File: src/rtl/shape_processor_modeling_pkg.sv
// Shared types for the shape processor control SFR and its bus initiator.
// Register image layout, response codes, initiator states and the write packing helper.
package shape_processor_modeling;

  typedef enum logic [1:0] {
    CIRCLE     = 2'd0,
    RECTANGLE  = 2'd1,
    TRIANGLE   = 2'd2,
    KEEP_SHAPE = 2'd3
  } shape_t;

  typedef enum logic [1:0] {
    ANGLES         = 2'd0,
    AREA           = 2'd1,
    PERIMETER      = 2'd2,
    KEEP_OPERATION = 2'd3
  } operation_t;

  typedef struct packed {
    logic [27:0] reserved;
    shape_t      shape;
    operation_t  operation;
  } ctrl_sfr_reg;

  typedef enum logic [1:0] {
    ST_OK       = 2'd0,
    ST_IGNORED  = 2'd1,
    ST_MISMATCH = 2'd2,
    ST_SYNC     = 2'd3
  } rsp_status_e;

  typedef enum logic [2:0] {
    SYNC_RD,
    SYNC_WAIT,
    IDLE,
    WR,
    RD,
    RD_WAIT,
    RESP
  } ctrl_state_e;

  // Builds the 32-bit ctrl_sfr_reg image; reserved bits are always written as zero.
  function automatic logic [31:0] pack_ctrl(input shape_t shape, input operation_t operation);
    ctrl_sfr_reg img;
    img           = '0;
    img.shape     = shape;
    img.operation = operation;
    return img;
  endfunction

endpackage

File: src/rtl/shape_processor_readback_cmp.sv
// Merges the commanded fields with the shadow copy (KEEP_* selects the shadow field)
// and classifies a readback word as OK, IGNORED or MISMATCH.
module shape_processor_readback_cmp
  import shape_processor_modeling::*;
(
  input  shape_t      cmd_shape,
  input  operation_t  cmd_operation,
  input  ctrl_sfr_reg shadow,
  input  logic [31:0] readback,
  output rsp_status_e status
);

  shape_t      exp_shape;
  operation_t  exp_operation;
  logic [31:0] expected;

  always_comb begin
    // NOTE: every variable gets a value before any branch so no latch is inferred.
    status        = ST_MISMATCH;
    exp_shape     = (cmd_shape == KEEP_SHAPE) ? shadow.shape : cmd_shape;
    exp_operation = (cmd_operation == KEEP_OPERATION) ? shadow.operation : cmd_operation;
    expected      = pack_ctrl(exp_shape, exp_operation);
    // A no-op write has expected == shadow, so the OK test must come first.
    if (readback == expected) begin
      status = ST_OK;
    end else if (readback == shadow) begin
      status = ST_IGNORED;
    end
  end

endmodule

File: src/rtl/shape_processor_ctrl_initiator.sv
// Bus initiator for the shape processor control SFR: syncs a shadow copy after reset,
// then per command writes, reads back, classifies (with bounded retries) and responds.
module shape_processor_ctrl_initiator
  import shape_processor_modeling::*;
#(
  parameter int READ_LATENCY = 1,
  parameter int MAX_RETRIES  = 2
) (
  input  logic        clk,
  input  logic        rst,
  input  logic        cmd_valid,
  output logic        cmd_ready,
  input  shape_t      cmd_shape,
  input  operation_t  cmd_operation,
  output logic        write,
  output logic [31:0] write_data,
  output logic        read,
  input  logic [31:0] read_data,
  input  logic        error,
  output logic        rsp_valid,
  input  logic        rsp_ready,
  output rsp_status_e rsp_status,
  output logic        rsp_error,
  output logic [31:0] rsp_read_data
);

  // The sync read is issued from SYNC_WAIT's first cycle, so it waits one cycle more than RD_WAIT.
  localparam logic [2:0] RD_LAST   = 3'(READ_LATENCY - 1);
  localparam logic [2:0] SYNC_LAST = 3'(READ_LATENCY);
  localparam logic [2:0] RETRY_MAX = 3'(MAX_RETRIES);

  ctrl_state_e state;
  shape_t      cmd_shape_q;
  operation_t  cmd_operation_q;
  logic [31:0] shadow;
  logic [2:0]  lat_cnt;
  logic [2:0]  retry_cnt;
  logic        err_acc;
  logic        resp_first;
  rsp_status_e cmp_status;

  shape_processor_readback_cmp u_cmp (
    .cmd_shape     (cmd_shape_q),
    .cmd_operation (cmd_operation_q),
    .shadow        (shadow),
    .readback      (read_data),
    .status        (cmp_status)
  );

  // NOTE: all state here uses non-blocking assignments so every branch sees pre-edge values.
  always_ff @(posedge clk) begin
    if (rst) begin
      state           <= SYNC_RD;
      cmd_ready       <= 1'b0;
      write           <= 1'b0;
      write_data      <= '0;
      read            <= 1'b0;
      rsp_valid       <= 1'b0;
      rsp_status      <= ST_OK;
      rsp_error       <= 1'b0;
      rsp_read_data   <= '0;
      cmd_shape_q     <= CIRCLE;
      cmd_operation_q <= ANGLES;
      shadow          <= '0;
      lat_cnt         <= '0;
      retry_cnt       <= '0;
      err_acc         <= 1'b0;
      resp_first      <= 1'b0;
    end else begin
      case (state)
        SYNC_RD: begin
          read    <= 1'b1;
          err_acc <= error;
          lat_cnt <= '0;
          state   <= SYNC_WAIT;
        end
        SYNC_WAIT: begin
          read    <= 1'b0;
          err_acc <= err_acc | error;
          if (lat_cnt == SYNC_LAST) begin
            shadow        <= read_data;
            rsp_read_data <= read_data;
            rsp_status    <= ST_SYNC;
            rsp_error     <= err_acc | error;
            rsp_valid     <= 1'b1;
            resp_first    <= 1'b1;
            state         <= RESP;
          end else begin
            lat_cnt <= lat_cnt + 3'd1;
          end
        end
        IDLE: begin
          if (cmd_valid && cmd_ready) begin
            cmd_ready       <= 1'b0;
            cmd_shape_q     <= cmd_shape;
            cmd_operation_q <= cmd_operation;
            retry_cnt       <= '0;
            err_acc         <= 1'b0;
            write           <= 1'b1;
            write_data      <= pack_ctrl(cmd_shape, cmd_operation);
            state           <= WR;
          end
        end
        WR: begin
          write      <= 1'b0;
          write_data <= '0;
          read       <= 1'b1;
          err_acc    <= err_acc | error;
          state      <= RD;
        end
        RD: begin
          read    <= 1'b0;
          err_acc <= err_acc | error;
          lat_cnt <= '0;
          state   <= RD_WAIT;
        end
        RD_WAIT: begin
          err_acc <= err_acc | error;
          if (lat_cnt == RD_LAST) begin
            // IGNORED implies readback == shadow, so the shadow always tracks the readback.
            shadow <= read_data;
            if (cmp_status == ST_MISMATCH && retry_cnt < RETRY_MAX) begin
              retry_cnt  <= retry_cnt + 3'd1;
              write      <= 1'b1;
              write_data <= pack_ctrl(cmd_shape_q, cmd_operation_q);
              state      <= WR;
            end else begin
              rsp_read_data <= read_data;
              rsp_status    <= cmp_status;
              rsp_error     <= err_acc | error;
              rsp_valid     <= 1'b1;
              resp_first    <= 1'b1;
              state         <= RESP;
            end
          end else begin
            lat_cnt <= lat_cnt + 3'd1;
          end
        end
        RESP: begin
          resp_first <= 1'b0;
          // A late error pulse one cycle after capture still belongs to this transaction.
          if (resp_first) begin
            rsp_error <= rsp_error | error;
          end
          if (rsp_ready) begin
            rsp_valid <= 1'b0;
            cmd_ready <= 1'b1;
            state     <= IDLE;
          end
        end
        default: state <= SYNC_RD;
      endcase
    end
  end

endmodule
File: config.mk
export PLATFORM = sky130hd
export DESIGN_NAME = shape_processor_ctrl_initiator
export DESIGN_NICKNAME = d
export VERILOG_FILES = /design/src/rtl/shape_processor_modeling_pkg.sv /design/src/rtl/shape_processor_readback_cmp.sv /design/src/rtl/shape_processor_ctrl_initiator.sv
export SDC_FILE = /design/constraint.sdc
export NUM_CORES = 1
export LEC_CHECK = 0
export BUFFER_PORTS_ARGS = -buffer_cell sky130_fd_sc_hd__buf_2
export CAP_MARGIN = 20
export CORE_UTILIZATION = 42
export CTS_CLUSTER_SIZE = 14
export DETAILED_ROUTE_END_ITERATION = 8
export GPL_TIMING_DRIVEN = 0
export PLACE_DENSITY = 0.68
export SKIP_LAST_GASP = 1
export SLEW_MARGIN = 20
export SYNTH_ARGS = -nofsm -noshare
export SYNTH_HDL_FRONTEND = slang
export SYNTH_HIERARCHICAL = 1
export SYNTH_SLANG_ARGS = --single-unit
File: constraint.sdc
create_clock -name clk -period 3.32 [get_ports clk]
set_input_delay 0.664 -clock clk [delete_from_list [all_inputs] [get_ports clk]]
set_output_delay 0.664 -clock clk [all_outputs]
set_load 0.01 [all_outputs]
==> flow_summary_export.csv, run 1 <==
group,metric,value,unit
global_route,grt_antenna_before_repair,0,
critical_path,cp-start-kind,"primary input",
critical_path,path_class,"primary input to flop",
cells_and_area,drive_above_1_share,0.238,
place,gp_routability_congestion,0.854,
detailed_routing,drt_iter0_drc,211,
worst_hold_path,hold_class,"flop to flop",
cells_and_area,final_common_cell,"sky130_fd_sc_hd__dfxtp_1",
die,die_w,104,µm
worst_hold_path,whs_endpoint,"shadow[22]$_SDFFE_PP0P_",
detailed_routing,post-route-drc-count,0,
sta,setup_viol,0,
cells_and_area,most-common-layout-cells,"sky130_fd_sc_hd__dfxtp_1, sky130_fd_sc_hd__buf_2, sky130_fd_sc_hd__nand2_1, sky130_fd_sc_hd__nor2_1, sky130_fd_sc_hd__a21oi_1",
sta,worst_clock_skew,0.0126,ns
critical_path,critical_path_required,3.56,ns
critical_path,rr_endpoint,"rsp_read_data[18]$_SDFFE_PP0P_",
sta,max_freq,0.326,GHz
cells_and_area,final_area,5220,µm²
die,core-area,9910,µm²
critical_path,critical_path.reg2reg.startpoint,"shadow[29]$_SDFFE_PP0P_",
cts,clockBufferDepth,2,
yosys,post_synth_instance_area,4350,µm²
yosys,netlist_instances,497,
worst_hold_path,worst_hold_path.num_cells,2,
flow_run,maximum_capacitance_violations,0,
cells_and_area,fin_cells,754,
power_and_ir_drop,leakage,2.10,nW
cts,ctsResizeCount,0,
place,buffer_ports.inserted,82,
place,placed_cell_count,739,
cells_and_area,filler_cells,962,
sta,worst_slew_margin_rel,0.512,
cts,htree_num_levels,3,
sta,slew_viol_final,0,
sta,final_min_period_over_clock_period,0.925,
detailed_routing,ant_nets,0,
sta,rsz0062_at_grt,"false",
global_route,grt_pass1_wl,17800,µm
critical_path,critPathCaptureType,"flop",
detailed_routing,avgViaCountPerCell,5.08,
sta,hold_fails_final_rpt,0,
run_status,status,"finished, final reports clean",
cts,cts_tree,"built",
global_route,global_route.overflow_total,0,
place,dp.final_hpwl,8060,µm
yosys,yosysWarnings,6,
detailed_routing,route.detailed.wl_per_inst,14.3,µm
cts,cts_num_sinks,90,
yosys,synth.lib_cells_used.distinct,48,
sta,finalWorstPathRequiredPeriod,3.07,ns
yosys,post_synth.cell_area_avg,8.75,µm²
global_route,grt_busiest_layer,"met2",
critical_path,r2r.worst_path.cells,11,
sta,least_margin_pin_slew,0.727,ns
yosys,synth-seq-cells,90,
power_and_ir_drop,vdd.ir_drop.worst,0.000356,V
critical_path,r2r_setup_slack,0.34,ns
global_route,grt_pass1_vias,3607,
die,floorplan.die.height,104,µm
cts,root_buffer,"sky130_fd_sc_hd__clkbuf_8",
critical_path,worst_path_fanout_max,10,
power_and_ir_drop,power-per-cell-area,685,nW/µm²
cells_and_area,final_net_count,662,
cells_and_area,layout_area_growth_over_synthesis,20.1,%
die,floorplan.die_area,10800,µm²
sta,whs,0.470,ns
global_route,globalRouteTotalUtil,0.207,
cells_and_area,final_cell_utilization_of_the_core,0.527,
cts,cts_inserted_buffers,9,
global_route,grt_util_met3,0.0485,
cts,post-cts-setup-buffer-count,0,
detailed_routing,drtPass1Iterations,5,
cts,cts_hold_buffers_added,0,
critical_path,worst_ep_arrival_time,3.31,ns
die,io_pins,112,
global_route,met1_global_route_usage,0.255,
power_and_ir_drop,report.power.total,0.00358,W
worst_hold_path,hold_start,"shadow[22]$_SDFFE_PP0P_",
detailed_routing,vias,3834,
yosys,share_of_synthesized_area_occupied_by_flip_flops_and_latches,0.415,
global_route,largest_net_degree_at_the_start_of_global_routing,16,
place,placedInstanceArea,5020,µm²
cts,clock_latency,0.37,ns
cts,clk_pin_slew_worst_paths,0.09,ns
detailed_routing,wirelength,10800,µm
die,placement_rows,36,
die,initial_cell_density_of_the_core,0.439,
global_route,m2_gr_usage,0.348,
cells_and_area,antenna-diode-count,0,
## layout make-up
| type | count | area [µm²] | area share |
|---|---|---|---|
| Tap cell | 133 | 166 | 0.0319 |
| Buffer | 57 | 369 | 0.0707 |
| Multi-Input combinational cell | 368 | 2240 | 0.430 |
| Inverter | 9 | 33.8 | 0.00647 |
| Sequential cell | 90 | 1800 | 0.345 |
| Clock inverter | 5 | 60.1 | 0.0115 |
| Clock buffer | 10 | 138 | 0.0264 |
| Timing Repair Buffer | 82 | 410 | 0.0786 |
## per-stage QoR
| step | setup TNS, ns | setup WS (ns) |
|---|---|---|
| floorplan | 0 | 0.531 |
| global placement | -1.50 | -0.0723 |
| detailed placement | -2.62 | -0.117 |
| CTS | 0 | 0.274 |
| global route | 0 | 0.0779 |
| finish | 0 | 0.250 |
## synthesized netlist by cell type (all sizes together)
master	count	share of area
nor4	13	0.020
o221a	2	0.0052
conb	1	0.00086
and4	3	0.0060
o21a	5	0.0086
o22ai	1	0.0014
a211oi	4	0.0081
a221oi	2	0.0055
ha	4	0.012
a32oi	1	0.0020
nand4b	1	0.0020
o21ai	9	0.011
mux2i	37	0.085
nor3	15	0.020
buf	41	0.071
nor4b	2	0.0075
nand2	72	0.062
nand3	1	0.0012
a41oi	2	0.0040
or3	3	0.0043
a311oi	2	0.0040
nand2b	4	0.0092
a2111oi	2	0.0055
o32ai	1	0.0020
nand4	10	0.014
a21o	1	0.0017
and3	4	0.0058
xnor2	32	0.064
a22o	5	0.010
clkbuf	16	0.014
a21oi	44	0.051
nor2	50	0.043
nor2b	3	0.0043
dfxtp	90	0.41
a222oi	4	0.0092
inv	9	0.0078
o31ai	1	0.0017
## registers in the layout, indices dropped and copies added, names as in the netlist, 2 cells and up
name	count
lat_cnt	3
cmd_operation_q	2
retry_cnt	3
rsp_read_data	32
state	3
cmd_shape_q	2
shadow	32
write_data	4
rsp_status	2
## how the worst max path moves through the flow
stage                   from                              to  slack [ns]  cells past startpoint
2_1_floorplan   read_data[1]   rsp_read_data[6]$_SDFFE_PP0P_        0.53                     12
3_3_place_gp   read_data[23]  rsp_read_data[20]$_SDFFE_PP0P_       -0.07                     12
3_5_place_dp   read_data[23]  rsp_read_data[31]$_SDFFE_PP0P_       -0.12                     12
4_1_cts        read_data[23]  rsp_read_data[18]$_SDFFE_PP0P_        0.27                     12
5_1_grt        read_data[23]  rsp_read_data[23]$_SDFFE_PP0P_        0.08                     12
6_report       read_data[29]  rsp_read_data[18]$_SDFFE_PP0P_        0.25                     12
## layer usage
| metal | wire length [µm] | share of wire |
|---|---|---|
| met1 | 4730 | 0.44 |
| met2 | 5050 | 0.47 |
| met3 | 782 | 0.073 |
| met4 | 225 | 0.021 |
| met5 | 0 | 0 |
## critical path, stage by stage
cell,delay (ns)
sky130_fd_sc_hd__buf_2,0.14
sky130_fd_sc_hd__xnor2_1,0.20
sky130_fd_sc_hd__nand4_1,0.12
sky130_fd_sc_hd__nor4_1,0.54
sky130_fd_sc_hd__nand2_1,0.10
sky130_fd_sc_hd__nor2_1,0.27
sky130_fd_sc_hd__nor4b_4,0.12
sky130_fd_sc_hd__a2111oi_2,0.37
sky130_fd_sc_hd__buf_4,0.30
sky130_fd_sc_hd__buf_6,0.21
sky130_fd_sc_hd__mux2i_1,0.20
sky130_fd_sc_hd__nor2_1,0.05
## kinds of logic after synthesis
kind of cell             after synthesis  synth area share
AO/OA/AOI/OAI                         86             0.131
XOR/XNOR                              32            0.0645
adder cells (fa/ha/maj)                4            0.0115
buffers and inverters                 66            0.0927
flip-flops                            90             0.415
multiplexers                          37            0.0852
other                                  1          0.000863
AND/OR/NAND/NOR                      181             0.200
## report_power, final
group | leakage, nW | switching [W] | internal [W] | total, W
Sequential | 0.730 | 0.000155 | 0.00130 | 0.00146
Combinational | 1.27 | 0.000779 | 0.000578 | 0.00136
Clock | 0.0992 | 0.000397 | 0.000368 | 0.000765
No activity file was read; power rests on OpenSTA's default activity.
==> run 2: changes to the inputs <==
BUFFER_PORTS_ARGS = -buffer_cell sky130_fd_sc_hd__buf_4   (was -buffer_cell sky130_fd_sc_hd__buf_2)
==> run 2 against run 1 <==
Routed wire length is 1.9% higher. Clock skew is 0.0011 ns higher. Sequential power hardly changed. Highest routed layer unchanged. Critical path depth stayed put.
==> flow_summary_export.csv, run 2 (synthesis gave the netlist of run 1 again) <==
group,metric,value,unit
sta,timing.final.ws_setup,0.298,ns
cells_and_area,fin_cells,755,
critical_path,r2r_setup_slack,0.46,ns
worst_hold_path,whs_endpoint,"shadow[28]$_SDFFE_PP0P_",
worst_hold_path,hold_class,"flop to flop",
die,io_pins,112,
cells_and_area,top_regs,"rsp_read_data x32, shadow x32, write_data x4",
cells_and_area,seqCellArea,1800,µm²
cts,cts_hold_buffers_added,0,
detailed_routing,drtPass1Iterations,4,
sta,worst_clock_skew,0.0138,ns
die,floorplan.die_area,10800,µm²
detailed_routing,wirelength,11000,µm
detailed_routing,route.detailed.wl_per_inst,14.6,µm
worst_hold_path,hold_start,"shadow[28]$_SDFFE_PP0P_",
global_route,largest_net_degree_at_the_start_of_global_routing,17,
sta,rsz0062_at_grt,"false",
critical_path,r2r.worst_path.cells,11,
cells_and_area,drive_above_1_share,0.240,
critical_path,worst_ep_arrival_time,3.23,ns
detailed_routing,vias,3836,
detailed_routing,ant_nets,0,
critical_path,worst_path_fanout_max,10,
detailed_routing,avgViaCountPerCell,5.08,
cells_and_area,final_net_count,662,
critical_path,path_class,"primary input to flop",
flow_run,maximum_capacitance_violations,0,
cts,clk_pin_slew_worst_paths,0.09,ns
place,gp_routability_congestion,0.848,
place,placed_cell_count,739,
critical_path,rr_endpoint,"rsp_read_data[18]$_SDFFE_PP0P_",
sta,worst_slew_margin_rel,0.485,
cts,htree_num_levels,3,
die,core-area,9910,µm²
sta,slew_viol_final,0,
detailed_routing,post-route-drc-count,0,
global_route,globalRouteTotalUtil,0.207,
cts,post-cts-setup-buffer-count,0,
global_route,grt_pass1_vias,3520,
cts,cts_tree,"built",
sta,final_min_period_over_clock_period,0.910,
critical_path,critPathCaptureType,"flop",
global_route,grt_pass1_wl,17800,µm
critical_path,cp-start-kind,"primary input",
global_route,global_route.overflow_total,0,
sta,setup_viol,0,
sta,max_freq,0.331,GHz
run_status,status,"finished, final reports clean",
critical_path,critical_path_required,3.53,ns
sta,hold_fails_final_rpt,0,
sta,finalWorstPathRequiredPeriod,3.02,ns
cells_and_area,final_common_cell,"sky130_fd_sc_hd__buf_4",
cts,clock_latency,0.35,ns
die,floorplan.die.height,104,µm
die,die_w,104,µm
detailed_routing,drt_iter0_drc,139,
critical_path,critical_path.reg2reg.startpoint,"cmd_operation_q[1]$_SDFFE_PP0P_",
cts,clockBufferDepth,2,
cells_and_area,most-common-layout-cells,"sky130_fd_sc_hd__buf_4, sky130_fd_sc_hd__dfxtp_1, sky130_fd_sc_hd__nand2_1, sky130_fd_sc_hd__nor2_1, sky130_fd_sc_hd__a21oi_1",
cells_and_area,final_area,5440,µm²
cells_and_area,multi_input_area,2250,µm²
worst_hold_path,worst_hold_path.num_cells,2,
power_and_ir_drop,leakage,2.13,nW
cells_and_area,filler_cells,960,
cells_and_area,layout_area_growth_over_synthesis,25.1,%
die,placement_rows,36,
cts,cts_inserted_buffers,9,
die,initial_cell_density_of_the_core,0.439,
place,buffer_ports.inserted,82,
power_and_ir_drop,vdd.ir_drop.worst,0.000283,V
sta,least_margin_pin_slew,0.768,ns
cts,cts_num_sinks,90,
global_route,grt_antenna_before_repair,0,
cells_and_area,antenna-diode-count,0,
place,dp.final_hpwl,8280,µm
sta,finalSetupTns,0,ns
power_and_ir_drop,power-per-cell-area,672,nW/µm²
place,placedInstanceArea,5230,µm²
cts,root_buffer,"sky130_fd_sc_hd__clkbuf_8",
place,post_place_setup_slack,-0.114,ns
## run 2: cell types whose count changed in the layout (fill, tap and decap cells not counted)
cell / previous run / this run
sky130_fd_sc_hd__clkbuf_1: 16 / 17
sky130_fd_sc_hd__clkbuf_8: 10 / 9
sky130_fd_sc_hd__nor4_1: 12 / 11
sky130_fd_sc_hd__clkinv_4: 0 / 2
sky130_fd_sc_hd__buf_2: 89 / 7
sky130_fd_sc_hd__buf_4: 29 / 111
sky130_fd_sc_hd__nor4_2: 1 / 2
sky130_fd_sc_hd__clkinv_2: 1 / 0
## run 2: worst max path at each step
stage / start / to / slack (ns)
6_report: read_data[12] / rsp_read_data[18]$_SDFFE_PP0P_ / 0.30
5_1_grt: read_data[5] / rsp_read_data[18]$_SDFFE_PP0P_ / 0.14
4_1_cts: read_data[23] / rsp_read_data[18]$_SDFFE_PP0P_ / 0.25
3_5_place_dp: read_data[23] / rsp_read_data[24]$_SDFFE_PP0P_ / -0.11
3_3_place_gp: read_data[23] / rsp_read_data[20]$_SDFFE_PP0P_ / -0.08
2_1_floorplan: read_data[1] / rsp_read_data[6]$_SDFFE_PP0P_ / 0.53
## run 2: where the power goes
group          switching [W]  internal (W)
clock network       0.000402      0.000357
logic               0.000780      0.000647
registers           0.000161       0.00130
## run 2: timing repair
item | in CTS | in global routing
gates resized for setup | 0 | 1
hold endpoints to repair | 0 | 0
setup endpoints to repair | 0 | 1
## run 2: worst max-delay path: stages
cell and delay (ns):
sky130_fd_sc_hd__buf_4 0.14, sky130_fd_sc_hd__nor4_1 0.29, sky130_fd_sc_hd__and4_1 0.29, sky130_fd_sc_hd__nand4_1 0.14, sky130_fd_sc_hd__a221oi_2 0.26, sky130_fd_sc_hd__a21oi_1 0.11
sky130_fd_sc_hd__nor4b_4 0.19, sky130_fd_sc_hd__a2111oi_2 0.37, sky130_fd_sc_hd__buf_4 0.30, sky130_fd_sc_hd__buf_6 0.21, sky130_fd_sc_hd__mux2i_1 0.20, sky130_fd_sc_hd__nor2_1 0.05
## run 2: cell type report
type | instances | share of cell area
repair buffers | 82 | 0.113
multi-input cells | 368 | 0.414
plain buffers | 57 | 0.0679
clock inverters | 6 | 0.0133
flip-flops and latches | 90 | 0.331
well taps | 133 | 0.0306
clock buffers | 10 | 0.0235
inverters | 9 | 0.00621
## run 2: layer usage
layer,wire (µm),up-vias,global-route usage
li1,-,1904,-
met1,4910,1779,0.266
met2,5340,138,0.353
met3,581,15,0.0346
met4,161,0,0.0694
met5,0,-,0
## run 2: through the flow
step,util,power (W),hold WS [ns]
2_1_floorplan,-,0.00244,0.449
3_3_place_gp,0.528,0.00287,0.454
3_5_place_dp,0.528,0.00291,0.459
4_1_cts,0.548,0.00367,0.471
5_1_grt,0.549,0.00389,0.486
6_report,0.549,0.00365,0.471
